--- src/rtl/rom_stream_reader.sv ---
// Burst reader for the synchronous cs/rd ROM: reads count words from base_addr and streams them valid/ready.
// First word 2 cycles after busy rises, then 1 word/cycle; reads stall while FIFO + in-flight read would exceed 2.
module rom_stream_reader #(
  parameter int ADDR_W = 4,
  parameter int DATA_W = 8,
  parameter int CNT_W  = 5
) (
  input  logic              clk,
  input  logic              rst,
  input  logic              start,
  input  logic [ADDR_W-1:0] base_addr,
  input  logic [CNT_W-1:0]  count,
  output logic              busy,
  output logic              done,
  output logic              mem_cs,
  output logic              mem_rd,
  output logic [ADDR_W-1:0] mem_addr,
  input  logic [DATA_W-1:0] mem_data,
  output logic [DATA_W-1:0] out_data,
  output logic              out_valid,
  input  logic              out_ready,
  output logic              out_last
);

  typedef enum logic [1:0] {
    IDLE  = 2'd0,
    READ  = 2'd1,
    DRAIN = 2'd2,
    FIN   = 2'd3
  } state_t;

  typedef struct packed {
    logic              last;
    logic [DATA_W-1:0] data;
  } entry_t;

  state_t            state;
  state_t            state_nxt;
  logic [ADDR_W-1:0] addr_q;
  logic [CNT_W-1:0]  remaining;
  logic              inflight;
  logic              inflight_last;
  entry_t            fifo_mem [2];
  logic              rd_ptr;
  logic              wr_ptr;
  logic [1:0]        occ;
  entry_t            head;
  logic              accept;
  logic              issue;
  logic              push;
  logic              pop;
  logic              last_read;
  logic [2:0]        level;

  assign head      = fifo_mem[rd_ptr];
  assign accept    = (state == IDLE) && start;
  assign pop       = (occ != 2'd0) && out_ready;
  assign push      = inflight;
  assign last_read = (remaining == CNT_W'(1));

  // Slots already committed after this cycle's pop; a new read needs one free.
  assign level = {1'b0, occ} + {2'b00, inflight} - {2'b00, pop};
  assign issue = (state == READ) && (remaining != '0) && (level < 3'd2);

  always_ff @(posedge clk) begin
    if (rst) begin
      state <= IDLE;
    end else begin
      state <= state_nxt;
    end
  end

  always_comb begin
    state_nxt = state;
    case (state)
      IDLE: begin
        if (start) begin
          state_nxt = (count == '0) ? FIN : READ;
        end
      end
      READ: begin
        if (issue && last_read) begin
          state_nxt = DRAIN;
        end
      end
      DRAIN: begin
        if (pop && head.last) begin
          state_nxt = FIN;
        end
      end
      FIN: begin
        state_nxt = IDLE;
      end
      default: begin
        state_nxt = IDLE;
      end
    endcase
  end

  always_comb begin
    busy      = (state != IDLE);
    done      = (state == FIN);
    mem_cs    = (state == READ) || (state == DRAIN);
    mem_rd    = issue;
    mem_addr  = addr_q;
    out_valid = (occ != 2'd0);
    out_data  = head.data;
    out_last  = (occ != 2'd0) && head.last;
  end

  always_ff @(posedge clk) begin
    if (rst) begin
      addr_q        <= '0;
      remaining     <= '0;
      inflight      <= 1'b0;
      inflight_last <= 1'b0;
      rd_ptr        <= 1'b0;
      wr_ptr        <= 1'b0;
      occ           <= 2'd0;
      fifo_mem[0]   <= '0;
      fifo_mem[1]   <= '0;
    end else begin
      if (accept && (count != '0)) begin
        addr_q    <= base_addr;
        remaining <= count;
      end else if (issue) begin
        addr_q    <= addr_q + ADDR_W'(1);
        remaining <= remaining - CNT_W'(1);
      end

      // ROM data appears the cycle after the read; capture it then.
      inflight      <= issue;
      inflight_last <= issue && last_read;

      if (push) begin
        fifo_mem[wr_ptr] <= {inflight_last, mem_data};
        wr_ptr           <= ~wr_ptr;
      end
      if (pop) begin
        rd_ptr <= ~rd_ptr;
      end
      occ <= occ + {1'b0, push} - {1'b0, pop};
    end
  end

endmodule

--- config.mk ---
export PLATFORM = sky130hd
export DESIGN_NAME = rom_stream_reader
export DESIGN_NICKNAME = d
export VERILOG_FILES = /design/src/rtl/rom_stream_reader.sv
export SDC_FILE = /design/constraint.sdc
export NUM_CORES = 1
export LEC_CHECK = 0
export ABC_CLOCK_PERIOD_IN_PS = 4800
export CELL_PAD_IN_SITES_DETAIL_PLACEMENT = 1
export CELL_PAD_IN_SITES_GLOBAL_PLACEMENT = 1
export CORE_MARGIN = 3
export CORE_UTILIZATION = 35
export DETAILED_ROUTE_END_ITERATION = 8
export HOLD_SLACK_MARGIN = 0.06
export PLACE_DENSITY_LB_ADDON = 0.1
export SYNTH_ARGS = -nofsm -noshare
export SYNTH_HDL_FRONTEND = slang
export SYNTH_SLANG_ARGS = --single-unit
--- constraint.sdc ---
create_clock -name clk -period 4.8 [get_ports clk]
set_input_delay 1.44 -clock clk [delete_from_list [all_inputs] [get_ports clk]]
set_output_delay 1.44 -clock clk [all_outputs]
set_load 0.02 [all_outputs]
==> impl_metrics.tcl, run 1 <==
set metrics [dict create \
    multi_input_area_sq_um 896 \
    powerDensity_nw_per_um2 579 \
    period_share 0.973 \
    start_kind "input pin" \
    ir_drop_mv 0.221 \
    crit_path_end_kind "primary output" \
    wl_met1_mm 1.79 \
    syn_avg_cell_area_sq_um 11.0 \
    postRouteAntennaNets 0 \
    final_nets 249 \
    async_flop_share 0 \
    ys_types 39 \
    vias_per_cell 4.90 \
    dieArea_sq_um 6220 \
    finalSetupViolations 0 \
    clockRootBuffer "clkbuf_8" \
    synth_flop_cell "edfxtp_1" \
    cp.arrival_ns 3.23 \
    pwr-share-seq 0.325 \
    clkSinkCount 36 \
    max-cap-violations 0 \
    setup_slack_ns 0.128 \
    post-synth-top-area-cell "edfxtp_1" \
    max_slew.worst_pin.slew_ns 0.441 \
    hold_slack_ns 0.516 \
    p_int_mw 0.900 \
    hpwlAfterDp_mm 3.19 \
    grt_start_max_net_pins 21 \
    yosys_warnings 0 \
    syn-cell-area_sq_um 1860 \
    synth_edf_count 18 \
    crit_start "out_ready" \
    p_leak_nw 0.988 \
    gp_congestion 0.745 \
    die-height_um 78.9 \
    grt_pass1_wl_mm 7.16 \
    area_growth_pct 33.5 \
    io_buffer_count 38 \
    clock_latency_ns 0.29 \
    synth_nets 202 \
    grt.overflow.total 0 \
    slew_headroom 0.706 \
    regArea_sq_um 901 \
    tns_ns 0 \
    synth-seq-cells 36 \
    rrSetupSlack_ns 2.09 \
    cts-htree-levels 2 \
    required_ns 3.36 \
    io_pins 39 \
    status "completed" \
    wl_per_cell_um 15.1 \
    synth_top_area_share 0.291 \
    timing.fmax_mhz 214 \
    syn_inst 169 \
    totalWireLength_mm 4.28 \
    pwr-share-clk 0.187 \
    clk_pin_slew_ns 0.07 \
    start_util 0.378 \
    hold_path_class "reg -> reg" \
    swShare 0.374 \
    antenna_cells 0 \
    place_inst 274 \
    pre_cts_ws_ns -0.695 \
    synth.most_common_cell "and2_1" \
    detail_route.iter0.violations 41 \
    final_util 0.505 \
    yosys-top-cells-area "edfxtp_1 29%, dfxtp_1 19%, ha_1 7.4%" \
    row_count 25 \
    fill_cells 556 \
    stdcell_count 284 \
    core_area_sq_um 4910 \
    cts_buffers 5 \
    yosysSeqAreaShare 0.485 \
    timing.rr.start "occ[1]" \
    grt_usage 0.150 \
    highest_layer "met4" \
    fin_skew_ns 0.00474 \
    antenna_found_initial 0 \
    grt_pass1_vias 1570 \
    drc_errors 0 \
    vias 1391 \
    cts_tree "yes" \
    drt-pass1-iter-count 4 \
    synth_commonest_cells "19 x and2_1, 18 x dfxtp_1, 18 x edfxtp_1" \
    clockBufferDepth 2 \
    dieWidth_um 78.9 \
    drive_above_1_share 0.175 \
    combPwrFrac 0.488 \
    min_from "rd_ptr" \
    crit_path_max_fanout 2 \
    final.min_clock_period_ns 4.67 \
    switching_power_mw 0.537 \
    rsz0062_at_grt "no" \
    critPathKind "in -> out" \
    wl_met2_mm 2.22 \
    wl_met3_um 206 \
    maxSlewViolCount 0 \
    final-hold-violation-count 0 \
]
[routing by layer]
layer,global-route usage,up-vias
li1,-,681
met1,0.155,674
met2,0.284,30
met3,0.0420,6
met4,0.0619,0
met5,0,-
[state kept, by name (all words and copies together) (netlist names), named ones only]
| name | count |
|---|---|
| remaining | 5 |
| state | 2 |
| wr_ptr | 1 |
| inflight | 1 |
| fifo_mem | 18 |
| occ | 2 |
| mem_addr | 4 |
| rd_ptr | 1 |
| inflight_last | 1 |
[area by class of cell]
class	instances	area share
multi-input cells	114	0.361
well taps	67	0.0338
flip-flops and latches	36	0.363
clock inverters	3	0.0171
clock buffers	5	0.0277
repair buffers	46	0.178
inverters	13	0.0197
[critical path, stage by stage]
cell	delay, ns
dlygate4sd2_1	0.24
o21ai_2	0.07
inv_1	0.06
ha_1	0.29
inv_1	0.06
ha_2	0.17
fa_2	0.46
nor2b_2	0.17
nand3_2	0.09
inv_2	0.07
buf_6	0.11
[per-stage QoR]
| step | cell area (sq um) | total power [mW] |
|---|---|---|
| after floorplan | 1860 | 0.892 |
| after global placement | 2340 | 1.13 |
| after detailed placement | 2340 | 1.16 |
| after CTS | 2480 | 1.46 |
| after global routing | 2480 | 1.54 |
| final | 2480 | 1.44 |
[final timing paths]
kind            endpoint  cells past startpoint
min                 flop                      2
min reg2reg         flop                      2
max reg2reg  mem_addr[3]                     11
max               mem_rd                     11
[layout by cell type, fill, tap and decap left out, types with 3 or more instances in the layout]
cell / synthesis / layout
a22o_1: 3 / 3
mux2_2: 8 / 8
nor2_1: 14 / 14
nor3_1: 3 / 3
nand4_1: 4 / 4
a211oi_1: 3 / 3
buf_4: 0 / 8
clkdlybuf4s50_1: 0 / 36
ha_1: 11 / 10
clkbuf_8: 0 / 5
nand3_1: 3 / 3
inv_1: 12 / 12
a21oi_1: 3 / 3
and2_1: 19 / 19
xor2_1: 3 / 3
xnor2_1: 5 / 5
nand2_1: 5 / 5
edfxtp_1: 18 / 18
dfxtp_1: 18 / 18
[cells by family (layout without fill, tap and decap cells)]
logic type / after synthesis / after routing / synth area share
xor gates and xnor gates: 9 / 9 / 0.0465
muxes: 11 / 11 / 0.0673
adders and majority gates: 12 / 12 / 0.0848
AOI/OAI and AO/OA: 19 / 19 / 0.0842
buffers and inverters: 19 / 67 / 0.0390
DFF: 36 / 36 / 0.485
and+or+nand+nor: 63 / 63 / 0.193
[timing repair]
action | 4_1_cts | 5_1_grt
setup buffers | 2 | 0
endpoints found under the hold margin | 0 | 0
gates resized for setup | 12 | 0
hold buffers | 0 | 0
setup endpoints to repair | 1 | 0
[power by group through the flow]
stage | Combinational (mW) | Clock [mW] | Sequential, mW
CTS | 0.710 | 0.280 | 0.468
global placement | 0.664 | 0 | 0.465
floorplan | 0.435 | 0 | 0.457
finish | 0.702 | 0.269 | 0.467
global route | 0.765 | 0.294 | 0.478
detailed placement | 0.686 | 0 | 0.473
Power figures use the tool's default switching activity.
==> run 2: changes to the inputs <==
--- a/config.mk
+++ b/config.mk
@@ -10,9 +10,11 @@
 export CELL_PAD_IN_SITES_GLOBAL_PLACEMENT = 1
 export CORE_MARGIN = 3
 export CORE_UTILIZATION = 35
+export CTS_CLUSTER_DIAMETER = 150
 export DETAILED_ROUTE_END_ITERATION = 8
 export HOLD_SLACK_MARGIN = 0.06
-export PLACE_DENSITY_LB_ADDON = 0.1
+export PLACE_DENSITY = 0.76
+export SKIP_LAST_GASP = 1
 export SYNTH_ARGS = -nofsm -noshare
 export SYNTH_HDL_FRONTEND = slang
 export SYNTH_SLANG_ARGS = --single-unit
==> impl_metrics.tcl, run 2 (synthesis results as in run 1) <==
set metrics [dict create \
    regMostFlops "fifo_mem" \
    largest_reg_flops 18 \
    cts_tree "yes" \
    clk_pin_slew_ns 0.07 \
    switching_power_mw 0.530 \
    min_path_cells 2 \
    status "completed" \
    regArea_sq_um 901 \
    path_cells "dlygate4sd2_1 > o21ai_2 > inv_1 > ha_1 > inv_1 > ha_2 > fa_2 > nor2b_4 > nand3_2 > inv_2 > buf_6" \
    start_kind "input pin" \
    pwr-share-clk 0.144 \
    start_util 0.378 \
    vias_per_cell 4.90 \
    crit_family "adder cells" \
    critPathKind "in -> out" \
    swShare 0.382 \
    rrSetupSlack_ns 2.10 \
    final_common_cell "clkdlybuf4s50_1" \
    final_util 0.501 \
    required_ns 3.36 \
    cp.arrival_ns 3.21 \
    vias 1396 \
    final.min_clock_period_ns 4.65 \
    r2r-end "mem_addr[3]" \
    combPwrFrac 0.521 \
    antenna_found_initial 0 \
    drc_errors 0 \
    dieArea_sq_um 6220 \
    timing.fmax_mhz 215 \
    cts_buffers 5 \
    path_buf_inv 5 \
    most-common-layout-cells "36 x clkdlybuf4s50_1, 19 x and2_1, 18 x dfxtp_1, 18 x edfxtp_1, 14 x nor2_1" \
    clockRootBuffer "clkbuf_8" \
    cts-htree-levels 2 \
    fill_cells 558 \
    max_slew.worst_pin.slew_ns 0.428 \
    min_from "rd_ptr" \
    rr_worst_depth 11 \
    final_nets 250 \
    ctsHoldBuffers 0 \
    fin_skew_ns 0.00682 \
    finalInstanceArea_sq_um 2460 \
    antenna_cells 0 \
    crit_path_frequent_cell "inv_1" \
    dieWidth_um 78.9 \
    detail_route.iter0.violations 32 \
    pre_cts_ws_ns -0.675 \
    wl_per_cell_um 15.1 \
    timing.rr.start "occ[1]" \
    grt_start_max_net_pins 21 \
    clockBufferDepth 2 \
    clock_latency_ns 0.28 \
    totalWireLength_mm 4.31 \
    max-cap-violations 0 \
    gp_congestion 0.753 \
    postRouteAntennaNets 0 \
    hold_slack_ns 0.506 \
    drive_above_1_share 0.165 \
    io_pins 39 \
    cp_slowest_cell "fa_2" \
    maxSlewViolCount 0 \
    clkSinkCount 36 \
    place_inst 275 \
    finalSetupViolations 0 \
    area_growth_pct 32.5 \
    die-height_um 78.9 \
    row_count 25 \
    multi_input_area_sq_um 901 \
    grt_pass1_vias 1527 \
    drt-pass1-iter-count 4 \
    core_area_sq_um 4910 \
    io_buffer_count 38 \
    crit_path_end_kind "primary output" \
    grt.overflow.total 0 \
    p_int_mw 0.860 \
    grt_usage 0.146 \
    crit_path_max_fanout 2 \
    grt_pass1_wl_mm 7.15 \
    period_share 0.969 \
    hold_path_class "reg -> reg" \
    pwr-share-seq 0.335 \
    cpPeakStageDelay_ns 0.47 \
    setup_slack_ns 0.150 \
    stdcell_count 285 \
    place_area_sq_um 2350 \
    rsz0062_at_grt "no" \
    hpwlAfterDp_mm 3.28 \
    final-hold-violation-count 0 \
    slew_headroom 0.714 \
    powerDensity_nw_per_um2 565 \
    ir_drop_mv 0.253 \
    p_leak_nw 0.982 \
]
-- run 2: cell type report --
cell class	instances	share of cell area
flip-flops and latches	36	0.366
clock inverters	2	0.00305
repair buffers	47	0.182
well taps	67	0.0340
multi-input cells	114	0.366
clock buffers	6	0.0295
inverters	13	0.0198
-- run 2: power groups by stage --
| stage | sequential, mW | combinational [mW] | clock (mW) |
|---|---|---|---|
| global placement | 0.463 | 0.668 | 0 |
| global route | 0.477 | 0.796 | 0.220 |
| detailed placement | 0.471 | 0.694 | 0 |
| finish | 0.465 | 0.725 | 0.200 |
| CTS | 0.465 | 0.724 | 0.207 |
| floorplan | 0.457 | 0.435 | 0 |
-- run 2: layer usage --
metal,global-route usage,wire length [um],up-vias
li1,-,-,682
met1,0.170,1860,679
met2,0.266,2230,33
met3,0.0363,209,2
met4,0.0378,12,0
met5,0,0,-
-- run 2: through the flow --
step / TNS, ns / power (mW)
finish: 0 / 1.39
global route: 0 / 1.49
detailed placement: -0.675 / 1.16
CTS: 0 / 1.40
global placement: -0.615 / 1.13
floorplan: 0 / 0.892
-- run 2: worst min-delay path, delay by kind of cell, from the launching register on --
| kind | cells | cell delay, ns |
|---|---|---|
| xor+xnor | 1 | 0.07 |
| flops | 1 | 0.32 |
| simple gates | 1 | 0.07 |
-- run 2: timing repair --
item / 4_1_cts / 5_1_grt
setup endpoints to repair: 1 / 1
buffers inserted: 2 / 0
pin swaps: 2 / 0
resized for setup: 11 / 2
-- run 2: how the worst max path moves through the flow --
stage | startpoint | end | slack [ns] | cells after the start
6_report | out_ready | mem_rd | 0.15 | 11
5_1_grt | out_ready | mem_rd | 0.06 | 11
4_1_cts | out_ready | mem_rd | 0.09 | 11
3_5_place_dp | out_ready | mem_rd | -0.68 | 11
3_3_place_gp | out_ready | mem_rd | -0.61 | 11
2_1_floorplan | out_ready | mem_rd | 0.17 | 9
==> run 3: changes to the inputs <==
--- a/config.mk
+++ b/config.mk
@@ -5,6 +5,7 @@
 export SDC_FILE = /design/constraint.sdc
 export NUM_CORES = 1
 export LEC_CHECK = 0
+export ABC_AREA = 1
 export ABC_CLOCK_PERIOD_IN_PS = 4800
 export CELL_PAD_IN_SITES_DETAIL_PLACEMENT = 1
 export CELL_PAD_IN_SITES_GLOBAL_PLACEMENT = 1
@@ -13,7 +14,7 @@
 export CTS_CLUSTER_DIAMETER = 150
 export DETAILED_ROUTE_END_ITERATION = 8
 export HOLD_SLACK_MARGIN = 0.06
-export PLACE_DENSITY = 0.76
+export PLACE_DENSITY = 0.79
 export SKIP_LAST_GASP = 1
 export SYNTH_ARGS = -nofsm -noshare
 export SYNTH_HDL_FRONTEND = slang
==> impl_metrics.tcl, run 3 <==
set metrics [dict create \
    status "completed" \
    setup_slack_ns 0.157 \
    critPathKind "in -> out" \
    ir_drop_mv 0.225 \
    detail_route.iter0.violations 33 \
    finalSetupViolations 0 \
    synth_flop_cell "edfxtp_1" \
    syn-cell-area_sq_um 1930 \
    p_int_mw 0.855 \
    synth-seq-cells 36 \
    synth.most_common_cell "nand2_1" \
    yosys_warnings 0 \
    drive_above_1_share 0.0993 \
    async_flop_share 0 \
    clk_pin_slew_ns 0.07 \
    core_area_sq_um 5240 \
    syn_inst 246 \
    dieArea_sq_um 6450 \
    pwr-share-seq 0.311 \
    final_nets 324 \
    io_buffer_count 38 \
    clockRootBuffer "clkbuf_8" \
    final.min_clock_period_ns 4.64 \
    post-synth-top-area-cell "edfxtp_1" \
    synth_top_area_share 0.279 \
    gp_congestion 0.726 \
    timing.fmax_mhz 215 \
    start_util 0.369 \
    final_common_cell "nand2_1" \
    clock_latency_ns 0.29 \
    rsz0062_at_grt "no" \
    yosys-top-cells-area "edfxtp_1 28%, dfxtp_1 19%, nand2_1 15%" \
    largest_reg_flops 18 \
    wl_per_cell_um 13.0 \
    synth_edf_count 18 \
    drt-pass1-iter-count 4 \
    regMostFlops "fifo_mem" \
    final-hold-violation-count 0 \
    vias_per_cell 4.65 \
    most-common-layout-cells "75 x nand2_1, 36 x clkdlybuf4s50_1, 32 x nor2_1" \
    grt.overflow.total 0 \
    clockBufferDepth 2 \
    hold_path_class "reg -> reg" \
    max_slew.worst_pin.slew_ns 0.667 \
    hold_slack_ns 0.465 \
    postRouteAntennaNets 0 \
    syn_avg_cell_area_sq_um 7.86 \
    max-cap-violations 0 \
    p_leak_nw 1.15 \
    fin_skew_ns 0.00787 \
    drc_errors 0 \
    crit_path_end_kind "primary output" \
    antenna_found_initial 0 \
    row_count 26 \
    slew_headroom 0.554 \
    powerDensity_nw_per_um2 577 \
    pre_cts_ws_ns -0.621 \
    synth_nets 279 \
    pwr-share-clk 0.183 \
    grt_pass1_vias 1828 \
    cp.arrival_ns 3.20 \
    combPwrFrac 0.506 \
    switching_power_mw 0.598 \
    dieWidth_um 80.3 \
    period_share 0.967 \
    crit_path_max_fanout 2 \
    ys_types 25 \
    power_mw 1.45 \
    area_growth_pct 30.3 \
    cts_buffers 5 \
    cts_tree "yes" \
    clkSinkCount 36 \
    cts-htree-levels 2 \
    antenna_cells 0 \
    io_pins 39 \
    start_kind "input pin" \
    grt_start_max_net_pins 22 \
    hpwlAfterDp_mm 3.42 \
    swShare 0.411 \
    totalWireLength_mm 4.69 \
    required_ns 3.36 \
    fill_cells 654 \
    yosysSeqAreaShare 0.466 \
    grt_pass1_wl_mm 8.13 \
    maxSlewViolCount 0 \
    grt_usage 0.164 \
    die-height_um 80.3 \
    synth_commonest_cells "75 x nand2_1, 33 x inv_1, 33 x nor2_1" \
    vias 1684 \
]
-- run 3: cell types whose count changed in the layout (fill, tap and decap cells not counted), moves of 11 or more --
| cell | delta |
|---|---|
| a21oi_1 | +11 |
| nand2_1 | +70 |
| and2_1 | -19 |
| nand3_1 | +16 |
| nor2_1 | +18 |
| inv_1 | +18 |
-- run 3: layout make-up --
type | instances | area [sq um] | share of cell area
Sequential cell | 36 | 901 | 0.357
Multi-Input combinational cell | 169 | 867 | 0.344
Timing Repair Buffer | 44 | 425 | 0.169
Inverter | 35 | 131 | 0.0521
Tap cell | 70 | 87.6 | 0.0348
Clock buffer | 6 | 72.6 | 0.0288
Clock inverter | 2 | 35.0 | 0.0139
-- run 3: repair_timing --
item | CTS | global route
resized for setup | 14 | 0
pin swaps | 4 | 2
setup endpoints to repair | 1 | 1
buffers inserted | 3 | 0
hold buffers | 0 | 0
-- run 3: per-stage QoR --
stage	TNS (ns)	utilization	std cells	cell area, sq um
CTS	0	0.481	362	2520
global route	0	0.481	362	2520
global placement	-0.593	0.453	351	2370
detailed placement	-0.621	0.453	351	2370
finish	0	0.481	362	2520
floorplan	0	-	246	1930
-- run 3: worst paths after layout --
path,from,cells after the start,end,slack (ns)
setup / recovery,out_ready,13,mem_rd,0.16
hold / removal,rd_ptr,1,flop,0.46
setup reg to reg,occ[1],14,remaining[0],2.21
hold reg to reg,rd_ptr,1,flop,0.46
-- run 3: critical path, cell delays in order --
cell,delay (ns)
dlygate4sd2_1,0.24
inv_2,0.06
nor2_4,0.04
ha_1,0.27
inv_1,0.04
ha_2,0.16
fa_1,0.44
inv_2,0.08
nand3_2,0.08
nor2_4,0.11
nand2_2,0.08
inv_2,0.06
buf_6,0.10
-- run 3: power by group through the flow --
stage / clock [mW] / combinational, mW / sequential [mW]
final: 0.266 / 0.736 / 0.452
after global routing: 0.281 / 0.833 / 0.465
after CTS: 0.272 / 0.747 / 0.453
after detailed placement: 0 / 0.686 / 0.459
after global placement: 0 / 0.668 / 0.456
after floorplan: 0 / 0.477 / 0.450
-- run 3: routing by layer --
layer | wire length, um | global-route usage
met2 | 2350 | 0.294
met1 | 2090 | 0.188
met5 | 0 | 0
met4 | 71 | 0.0557
met3 | 180 | 0.0404
-- run 3: logic make-up (layout without fill, tap and decap cells) --
family,count (synthesis),in the layout,synth area share
compound gates,18,18,0.0537
xor+xnor,3,3,0.0136
fa+ha+maj,12,12,0.0815
buf+inv,41,87,0.0938
flops,36,36,0.466
simple gates,136,136,0.292
